`config.mk`:
```
export PLATFORM = sky130hd
export DESIGN_NAME = cache_dm_param
export DESIGN_NICKNAME = d
export VERILOG_FILES = /design/src/rtl/cache_dm_param.sv
export SDC_FILE = /design/constraint.sdc
export NUM_CORES = 1
export LEC_CHECK = 0
export CORE_ASPECT_RATIO = 0.5
export CORE_UTILIZATION = 51
export CTS_CLUSTER_DIAMETER = 80
export DETAILED_ROUTE_END_ITERATION = 7
export PLACE_DENSITY_LB_ADDON = 0.3
export REMOVE_ABC_BUFFERS = 1
export SLEW_MARGIN = 0
export SYNTH_ARGS = -nofsm -noshare
export SYNTH_HDL_FRONTEND = slang
export SYNTH_SLANG_ARGS = --single-unit
export TNS_END_PERCENT = 5
```
`constraint.sdc`:
```
create_clock -name CLK -period 13.4 [get_ports CLK]
set_clock_uncertainty 0.15 [all_clocks]
set_input_delay 2.01 -clock CLK [delete_from_list [all_inputs] [get_ports CLK]]
set_output_delay 2.01 -clock CLK [all_outputs]
set_load 0.05 [all_outputs]
```
`src/rtl/cache_dm_param.sv`:
```
// rtl/cache_dm_param.sv - parametrised direct-mapped multiword-block instruction cache
// Registered one-cycle lookup; misses stall fetch via HitWrite while a block refill runs.
`timescale 1ns/1ps
module cache_dm_param #(
   parameter int WORDS_PER_BLOCK = 2,
   parameter int NUM_BLOCKS      = 4,
   parameter int CNT_W           = 20
) (
   input  logic                         CLK,
   input  logic                         RESET,
   input  logic [31:0]                  PC,
   input  logic                         Req,
   input  logic                         Flush,
   output logic                         Mem_Req,
   output logic [31:0]                  Mem_Addr,
   input  logic                         Mem_Ready,
   input  logic [32*WORDS_PER_BLOCK-1:0] Mem_Data,
   output logic                         HitWrite,
   output logic [31:0]                  Data_Cache,
   output logic [CNT_W-1:0]             CNT_HIT,
   output logic [CNT_W-1:0]             CNT_MISS,
   output logic [1:0]                   CONT
);

   localparam int OFF_W = $clog2(WORDS_PER_BLOCK);
   localparam int IDX_W = $clog2(NUM_BLOCKS);
   localparam int TAG_W = 30 - OFF_W - IDX_W;
   localparam logic [31:0] BLK_MASK = (32'd1 << (OFF_W + 2)) - 32'd1;
   localparam logic [CNT_W-1:0] CNT_MAX = {CNT_W{1'b1}};

   typedef enum logic {IDLE, WAIT} state_t;

   state_t state, state_n;

   logic [NUM_BLOCKS-1:0]            valid_q;
   logic [TAG_W-1:0]                 tag_mem [NUM_BLOCKS];
   logic [32*WORDS_PER_BLOCK-1:0]    blk_mem [NUM_BLOCKS];
   logic                             flush_pending, flush_pending_n;

   logic [OFF_W-1:0] pc_off;
   logic [IDX_W-1:0] pc_idx;
   logic [TAG_W-1:0] pc_tag;
   logic [31:0]      block_addr;
   logic             line_valid;
   logic             hit;
   logic [31:0]      cached_word;
   logic [31:0]      refill_word;

   logic             hit_write_n, mem_req_n;
   logic [31:0]      data_n, addr_n;
   logic [CNT_W-1:0] cnt_hit_n, cnt_miss_n;
   logic [1:0]       cont_n;
   logic             clear_all, do_refill;

   assign pc_off      = PC[2 +: OFF_W];
   assign pc_idx      = PC[2 + OFF_W +: IDX_W];
   assign pc_tag      = PC[31 -: TAG_W];
   assign block_addr  = PC & ~BLK_MASK;
   assign line_valid  = valid_q[pc_idx];
   assign hit         = line_valid && (tag_mem[pc_idx] == pc_tag);
   assign cached_word = blk_mem[pc_idx][{pc_off, 5'b0} +: 32];
   assign refill_word = Mem_Data[{pc_off, 5'b0} +: 32];

   always_comb begin
      state_n         = state;
      hit_write_n     = HitWrite;
      data_n          = Data_Cache;
      mem_req_n       = Mem_Req;
      addr_n          = Mem_Addr;
      cnt_hit_n       = CNT_HIT;
      cnt_miss_n      = CNT_MISS;
      cont_n          = CONT;
      flush_pending_n = flush_pending;
      clear_all       = 1'b0;
      do_refill       = 1'b0;
      case (state)
         IDLE: begin
            if (Flush) begin
               clear_all   = 1'b1;
               hit_write_n = 1'b0;
               cont_n      = 2'd0;
            end else if (Req) begin
               if (hit) begin
                  data_n      = cached_word;
                  hit_write_n = 1'b1;
                  cont_n      = 2'd1;
                  if (CNT_HIT != CNT_MAX) cnt_hit_n = CNT_HIT + CNT_W'(1);
               end else begin
                  data_n      = 32'd0;
                  hit_write_n = 1'b0;
                  mem_req_n   = 1'b1;
                  addr_n      = block_addr;
                  cont_n      = line_valid ? 2'd3 : 2'd2;
                  state_n     = WAIT;
                  if (CNT_MISS != CNT_MAX) cnt_miss_n = CNT_MISS + CNT_W'(1);
               end
            end else begin
               hit_write_n = 1'b1;
            end
         end
         WAIT: begin
            hit_write_n = 1'b0;
            if (Flush) flush_pending_n = 1'b1;
            if (Mem_Ready) begin
               // A flush seen at any point during the refill leaves the whole cache empty.
               do_refill       = 1'b1;
               clear_all       = flush_pending || Flush;
               data_n          = refill_word;
               hit_write_n     = 1'b1;
               mem_req_n       = 1'b0;
               cont_n          = 2'd0;
               flush_pending_n = 1'b0;
               state_n         = IDLE;
            end
         end
         default: state_n = IDLE;
      endcase
   end

   always_ff @(posedge CLK) begin
      if (RESET) begin
         state         <= IDLE;
         valid_q       <= '0;
         flush_pending <= 1'b0;
         HitWrite      <= 1'b1;
         Data_Cache    <= 32'd0;
         Mem_Req       <= 1'b0;
         Mem_Addr      <= 32'd0;
         CNT_HIT       <= '0;
         CNT_MISS      <= '0;
         CONT          <= 2'd0;
      end else begin
         state         <= state_n;
         flush_pending <= flush_pending_n;
         HitWrite      <= hit_write_n;
         Data_Cache    <= data_n;
         Mem_Req       <= mem_req_n;
         Mem_Addr      <= addr_n;
         CNT_HIT       <= cnt_hit_n;
         CNT_MISS      <= cnt_miss_n;
         CONT          <= cont_n;
         if (clear_all)
            valid_q <= '0;
         else if (do_refill)
            valid_q[pc_idx] <= 1'b1;
      end
   end

   always_ff @(posedge CLK) begin
      if (!RESET && do_refill) begin
         tag_mem[pc_idx] <= pc_tag;
         blk_mem[pc_idx] <= Mem_Data;
      end
   end

endmodule
```
Word level (Yosys, flattened, before mapping). Memories as Yosys holds them, arrays and structs flattened. Cells that the tools add are included.

$add $sub $neg: 2. Order comparisons: 2. Equality and inequality tests: 8. Shift operators: 2. Mux-type cells: 38. Bitwise operators: 4. Reduce and logical (&&, ||, !) cells: 14.

Operators with widths (count): 32-bit 2-to-1 mux (4); 64-bit by 7-bit variable part select with 32-bit output (2); 32-bit one-hot mux with 2 select lines (1); 20-bit by 1-bit adder with 20-bit output, second input constant (2); 20-bit inequality test, second input constant (2); 27-bit == test (1); 1-bit 2-to-1 mux (22); 5-bit AND reduction (2); 2-bit 2-to-1 mux (4); 2-bit inequality test, second input constant (4); 1-bit one-hot mux with 2 select lines (4); 4-bit AND reduction (2); 4-bit bitwise OR (1); 2-bit one-hot mux with 2 select lines (1); 2-bit AND reduction (2); 1-bit logical AND (3); 2-bit by 3-bit less-than comparator with 1-bit output, second input constant (1); 3-bit inequality test, second input constant (1); 1-bit NOT (3); 3-bit AND reduction (1); 1-bit binary-select mux with 2-bit select (1); 1-bit demux with 2-bit select (1); 2-bit by 1-bit greater-or-equal comparator with 1-bit output, second input constant (1); 2-bit nonzero test (1); 3 further kinds (3).

Register bits: 111. Memory bits (writable): 364. Input bits: 101. Output and inout port bits: 108. Memories: 2.

Memories: blk_mem (depth 4, bits a word 64, rd ports 1, clocked after Yosys merged registers in 0, write ports 1, line 37) `logic [32*WORDS_PER_BLOCK-1:0] blk_mem [NUM_BLOCKS];`; tag_mem (depth 4, bits a word 27, rd ports 1, clocked after Yosys merged registers in 0, write ports 1, line 36) `logic [TAG_W-1:0] tag_mem [NUM_BLOCKS];`.

Depth between registers and ports, before layout. Gate-level depths: netlist of run 1.

Word-level depth: 7. Depth in mapped cells: 12.

Worst setup path after synthesis of run 1. No wires, ideal clock.

Path type: input -> register. From: input PC[4]. To: memory blk_mem[2][0] (netlist bit), enable pin. Arrival: 12231 ps. Slack: 221 ps. Cell stages on the path: 5. Buffers on the path: 4. Path through: buf_4 -> buf_6 -> buf_2 -> buf_1 -> nor4b_1.

RTL lines: from (decl) (line 11) `input logic [31:0] PC,`; to (decl) (line 37).

Straight into the memory's write port.

Worst setup path after layout of run 1.
From: input PC[4]. To: register CNT_HIT[19].

Longest elaborated chain between the ends: 4. Elaborated cells between the ends (all ways): 6. Those cells by class: 1 x eq/ne; 2 x mux; 2 x reduce/logical; 1 x memory.

Ends and longest elaborated chain: memory 4 x 27 bit / 1-bit binary-select mux with 2-bit select (equally long branches); 27-bit == test / 1-bit 2-to-1 mux (equally long branches) (line 60, 59); 1-bit logical AND (*) (line 60) `assign hit = line_valid && (tag_mem[pc_idx] == pc_tag);`; 5-bit AND reduction (no source line) (*); to (signal assigned) (line 139) `CNT_HIT <= cnt_hit_n;`; to (decl) (line 20) `output logic [CNT_W-1:0] CNT_HIT,`.

Every way passes the cells marked *; elsewhere a longest branch is shown, timed or not. The select of a mux whose other input is x is not followed. A chain may end at the register's enable or synchronous reset.

==> results of run 1 <==
cells by family after synthesis:
kind of cell | share of synthesized area [%]
mux | 15.23
fa+ha+maj | 0.1282
other cells | 0.01922
buf+inv | 2.334
simple gates | 9.229
flops | 67.41
compound gates | 4.701
xor+xnor | 0.9427
power by group through the flow:
stage	clock network, mW	logic, mW	registers (mW)
detailed placement	0	0.261	1.64
CTS	1.30	0.262	1.61
global route	1.35	0.280	1.61
floorplan	0	0.0930	1.69
global placement	0	0.255	1.64
finish	1.28	0.261	1.61
through the flow:
| stage | power [mW] | instance area (um2) |
|---|---|---|
| after detailed placement | 1.902 | 21930 |
| final | 3.145 | 23400 |
| after floorplan | 1.781 | 19100 |
| after CTS | 3.171 | 23400 |
| after global routing | 3.243 | 23400 |
| after global placement | 1.895 | 21930 |
worst paths after layout:
kind / start / to / slack [ps]
max: PC[4] / CNT_HIT[19] / 7370
min: Mem_Req / Mem_Req / 320
max reg2reg: tag_mem[3][8] / CNT_HIT[19] / 9530
min reg2reg: Mem_Req / Mem_Req / 320
worst max-delay path: cells and delay by family:
kind | cells | cell delay (ps)
buf+inv | 3 | 1840
compound gates | 2 | 770
mux | 2 | 670
simple gates | 3 | 930
flip-flops by register name, indices dropped and copies added (netlist names):
name	flops
Data_Cache	32
state	1
valid_q	4
CONT	2
blk_mem	256
CNT_HIT	20
Mem_Req	1
HitWrite	1
flush_pending	1
Mem_Addr	29
CNT_MISS	20
tag_mem	108
cells in the mapped netlist (all sizes together), types with 4 or more instances:
library cell,instances
nand2,90
nand3,48
and3,13
xnor2,18
nor2b,23
o22ai,4
mux2i,55
mux2,53
edfxtp,364
buf,33
mux4,81
nor3,42
inv,9
clkbuf,54
nand4,17
a21oi,87
dfxtp,111
o31ai,10
o21ai,34
nor2,111
and4,4
or4,12
area by class of cell:
class	count	area share [%]
clock inverters	23	1.139
inverters	9	0.1444
multi-input cells	755	25.42
well taps	494	2.641
flip-flops and latches	475	56.21
clock buffers	56	5.117
repair buffers	224	9.330
routing by layer:
metal,vias to the layer above,routed length [um],track usage (%)
met5,-,0,0
met4,0,569,4.916
met3,51,1888,3.336
met2,291,21920,38.59
met1,5881,17530,27.88
li1,5444,-,-
==> metrics.md, run 1 <==
| Metric | Value |
|---|---|
| Number of synthesized register bits | 475 |
| GRT overflow | 0 |
| Ratio of cells with drive above 1 in the final layout | 14.92% |
| H-tree Lvls | 2 |
| Hold Fails Final Rpt | 0 |
| Hold Path Depth | 1 |
| Most used cell along the critical path | buf_4 |
| PortBufs | 203 |
| Synth Instances | 1324 |
| Register share of total power | 51.2% |
| Combinational power share | 8.3% |
| Layout Utilization | 62.35% |
| Die area | 39090 um2 |
| Vias in the first global route | 11.95k |
| Pleak | 7.774 nW |
| CTS tree | done |
| Largest net degree at the start of global routing | 72 |
| Unrepaired setup endpoints after global routing | no |
| CTS Buf Count | 43 |
| Post-Place Worst Slack | 6764 ps |
| Top_reg_cell synth | edfxtp_1 |
| Gr usage total | 21.57% |
| FILL cells | 2738 |
| Nets | 1611 |
| Critical path data arrival time | 6310 ps |
| CP max stage cell | buf_4 |
| Initial DRC Count | 768 |
| Number of core rows | 50 |
| Hpwl dp | 24040 um |
| Drt first pass iters | 5 |
| Post-route minimum period | 6033 ps |
| Cell Count Post-Placement | 1957 |
| Die height | 140.3 um |
| Synth top area share | 56.03% |
| Max-cap viol count | 0 |
| Multi-input gate area | 5949 um2 |
| FMAX | 165.8 MHz |
| Final setup margin | 7367 ps |
| Yosys Warn Count | 0 |
| Gp weighted congestion | 0.7746 |
| Routed Antenna Nets | 0 |
| Sequential area share after synthesis | 67.41% |
| CP Cell Sequence | buf_4 > buf_4 > mux2i_1 > nor3_1 > a221o_1 > a2111oi_2 > and4_4 > buf_4 > and3_1 > mux2_1 |
| Crit share post-route | 45.02% |
| Hold/Removal Path Class | register to register |
| Root Buffer | clkbuf_16 |
| First-pass GRT wire length | 65750 um |
| Antenna Cells | 0 |
| Final WL | 41900 um |
| Netlist cell types | 54 |
| Sequential cell area | 13150 um2 |
| DR vias/cell | 5.730 |
| Psw | 0.6925 mW |
| Crit-path max cell delay | 780 ps |
| Measured slew at the worst slew-check pin | 1066 ps |
| Top cell type by total area after synthesis | edfxtp_1 |
| Worst VDD drop | 0.07706 mV |
| Routed len/inst | 20.58 um |
| Width of the die | 278.6 um |
| P&R area growth vs syn | 19.95% |
| Hold buffer count at CTS | 0 |
| CP max FO | 66 |
| WHS | 324.3 ps |
| Core area | 37540 um2 |
| Residual DRC | 0 |
| Status | finished, final reports clean |
| Top cells by area, synth | edfxtp_1 56%, dfxtp_1 11%, mux4_2 9.4% |
| CTS clk-pin slew, worst paths | 60 ps |
| Setup Fix Bufs, Post-CTS | 0 |
| Clk_lat worst skew | 550 ps |
| Clock Power Share | 40.6% |
| Post-synth EDFFs | 364 |
| Post-CTS Resized | 0 |
| Pwr Density | 134.4 nW/um2 |
| Sum Neg Setup Slack | 0 ps |
| Initial Utilization | 51.98% |
| Post-synthesis cell area | 19510 um2 |
| # IOs | 209 |
| DR vias | 11.67k |
| Syn Area/Cell | 14.74 um2 |
| Fin. max-slew vios | 0 |
| Fraction of registers with async set/reset | 0% |
| Slew headroom | 28.91% |
| Clock buffer depth | 3 |
| Setup crit start kind | primary input |
| Crit. End Element | register |
| WP data required | 13680 ps |
| Most frequent cells in the layout | 364 x edfxtp_1, 199 x clkdlybuf4s50_1, 111 x nor2_1 |
| Cell Count, Final, Fillers Out | 2036 |
| Sink Count | 475 |
| Initial antenna violation count | 0 |
| Endpoints failing setup | 0 |
| Commonest non-fill, non-tap cell in the layout | edfxtp_1 |
| Worst R2R Path Depth | 8 |
| Setup CP Type | primary input to register |
| Internal Power | 2.453 mW |
| Net Sw Frac | 22.02% |
(Power assumes the default switching activity.)
==> run 2, diff against run 1 <==
CORE_UTILIZATION = 55   (was 51)
clock period = 5.9 ns   (was 13.4 ns; I/O delays follow)
==> metrics.md, run 2 (synthesis results as in run 1) <==
| Metric | Value |
|---|---|
| Cell Count Post-Placement | 1945 (-0.61%) |
| # IOs | 209 (unchanged) |
| Die height | 135.2 um (-3.6%) |
| Initial Utilization | 56.20% (+4.2 points) |
| Register share of total power | 54.0% (+2.8 points) |
| Clock buffer depth | 3 (unchanged) |
| Sum Neg Setup Slack | 0 ps (unchanged) |
| Biggest regs | blk_mem x256, tag_mem x108, Data_Cache x32 |
| CTS Buf Count | 41 (-4.7%) |
| Drt first pass iters | 5 (unchanged) |
| H-tree Lvls | 2 (unchanged) |
| Clock Power Share | 37.2% (-3.4 points) |
| Final WL | 42030 um (+0.30%) |
| Max-cap viol count | 0 (unchanged) |
| Nets | 1616 (+0.31%) |
| Psw | 1.523 mW (+120%) |
| Unrepaired setup endpoints after global routing | no |
| Net Sw Frac | 22.50% (+0.48 points) |
| Setup crit start kind | primary input |
| Critical path data arrival time | 4620 ps (-1690 ps) |
| Commonest non-fill, non-tap cell in the layout | edfxtp_1 |
| Hold Fails Final Rpt | 0 (unchanged) |
| Cell Count, Final, Fillers Out | 2022 (-0.69%) |
| Measured slew at the worst slew-check pin | 1010 ps (-56.33 ps) |
| GRT overflow | 0 (unchanged) |
| Most frequent cells in the layout | 364 x edfxtp_1, 199 x clkdlybuf4s50_1, 111 x nor2_1 |
| Combinational power share | 8.7% (+0.4 points) |
| Number of core rows | 48 (-4.0%) |
| Hold buffer count at CTS | 0 (unchanged) |
| Status | finished, final reports clean |
| Setup Fix Bufs, Post-CTS | 0 (unchanged) |
| Clk_lat worst skew | 550 ps (about the same) |
| Width of the die | 268.4 um (-3.7%) |
| Sink Count | 475 (unchanged) |
| Vias in the first global route | 12.00k (+0.38%) |
| Die area | 36280 um2 (-7.2%) |
| Gp weighted congestion | 0.7850 (+1.3%) |
| Ratio of cells with drive above 1 in the final layout | 14.63% (-0.29 points) |
| Routed Antenna Nets | 0 (unchanged) |
| WHS | 322.7 ps (-1.535 ps) |
| Crit. End Element | register |
| Routed len/inst | 20.79 um (+0.99%) |
| Internal Power | 5.247 mW (+110%) |
| Reg with most FFs | blk_mem |
| Max reg flops | 256 (unchanged) |
| CP max FO | 56 (-15%) |
| Post-CTS Resized | 0 (unchanged) |
| Post-Place Worst Slack | 1068 ps (-5696 ps) |
| Endpoints failing setup | 0 (unchanged) |
| Fin. max-slew vios | 0 (unchanged) |
| CTS tree | done |
| Initial DRC Count | 774 (+0.78%) |
| Pwr Density | 291.8 nW/um2 (+120%) |
| P&R area growth vs syn | 18.91% |
| DR vias | 11.78k (+0.93%) |
| CTS clk-pin slew, worst paths | 70 ps (about the same) |
| FMAX | 231.4 MHz |
| Root Buffer | clkbuf_16 |
| Placed cell areas | 21960 um2 (+0.13%) |
| DR vias/cell | 5.823 (+1.6%) |
| Pleak | 7.694 nW (-1.0%) |
| Initial antenna violation count | 2 (+2) |
| Core area | 34710 um2 (-7.5%) |
| Hpwl dp | 24970 um (+3.9%) |
| First-pass GRT wire length | 65460 um (-0.44%) |
| PortBufs | 203 (unchanged) |
| Pwr Total | 6.771 mW (+120%) |
| Layout Utilization | 66.83% (+4.5 points) |
| Hold/Removal Path Class | register to register |
| Gr usage total | 23.38% (+1.8 points) |
| Slew headroom | 32.66% (+3.8 points) |
| Setup CP Type | primary input to register |
| Final setup margin | 1578 ps (-5789 ps) |
| Post-route minimum period | 4322 ps |
| Largest net degree at the start of global routing | 76 (+5.6%) |
| Worst VDD drop | 0.1871 mV (+140%) |
| WP data required | 6200 ps (-7480 ps) |
| Crit share post-route | 73.25% |
| Residual DRC | 0 (unchanged) |
| FILL cells | 2438 (-11%) |
| Design area | 23200 um2 (-0.87%) |
run 2: cell types whose count changed in the layout (fill, tap and decap cells not counted), moves of 3 or more:
cell,change
buf_4,+7
bufinv_16,-6
clkbuf_8,+3
clkbuf_1,+9
clkbuf_16,-4
clkinv_1,-3
clkinv_2,-3
run 2: per-layer routing:
metal	vias up	track usage, %	part of all wire [%]
met5	-	0	0
met4	0	5.335	1.5
met3	43	3.926	5.1
met2	303	40.98	53
met1	5979	30.83	41
li1	5450	-	-
run 2: area by class of cell:
| class | instances | area (um2) | share of cell area, % |
|---|---|---|---|
| Sequential cell | 475 | 13150 | 56.70 |
| Inverter | 9 | 33.78 | 0.1456 |
| Timing Repair Buffer | 231 | 2236 | 9.638 |
| Clock inverter | 11 | 61.31 | 0.2643 |
| Antenna cell | 2 | 5.005 | 0.02157 |
| Tap cell | 475 | 594.3 | 2.562 |
| Clock buffer | 64 | 1172 | 5.053 |
| Multi-Input combinational cell | 755 | 5943 | 25.62 |
run 2: critical path, cell delays in order:
cell	delay, ps
buf_4	560
buf_4	370
mux4_2	340
xnor2_1	150
o2111ai_1	190
nor4_1	450
and4_4	690
buf_4	470
a21oi_1	130
nor3_1	260
run 2: power by group through the flow:
stage               Sequential, mW  Combinational [mW]  Clock (mW)
CTS                           3.66               0.595        2.58
finish                        3.66               0.591        2.52
detailed placement            3.73               0.592           0
floorplan                     3.83               0.211           0
global route                  3.66               0.634        2.70
global placement              3.73               0.576           0
run 2: worst paths after layout:
path	start	to	slack [ps]	cells past startpoint
min reg2reg	CONT[1]	CONT[1]	320	2
max reg2reg	tag_mem[3][10]	Data_Cache[1]	2420	8
max	PC[4]	Data_Cache[1]	1580	10
min	CONT[1]	CONT[1]	320	2
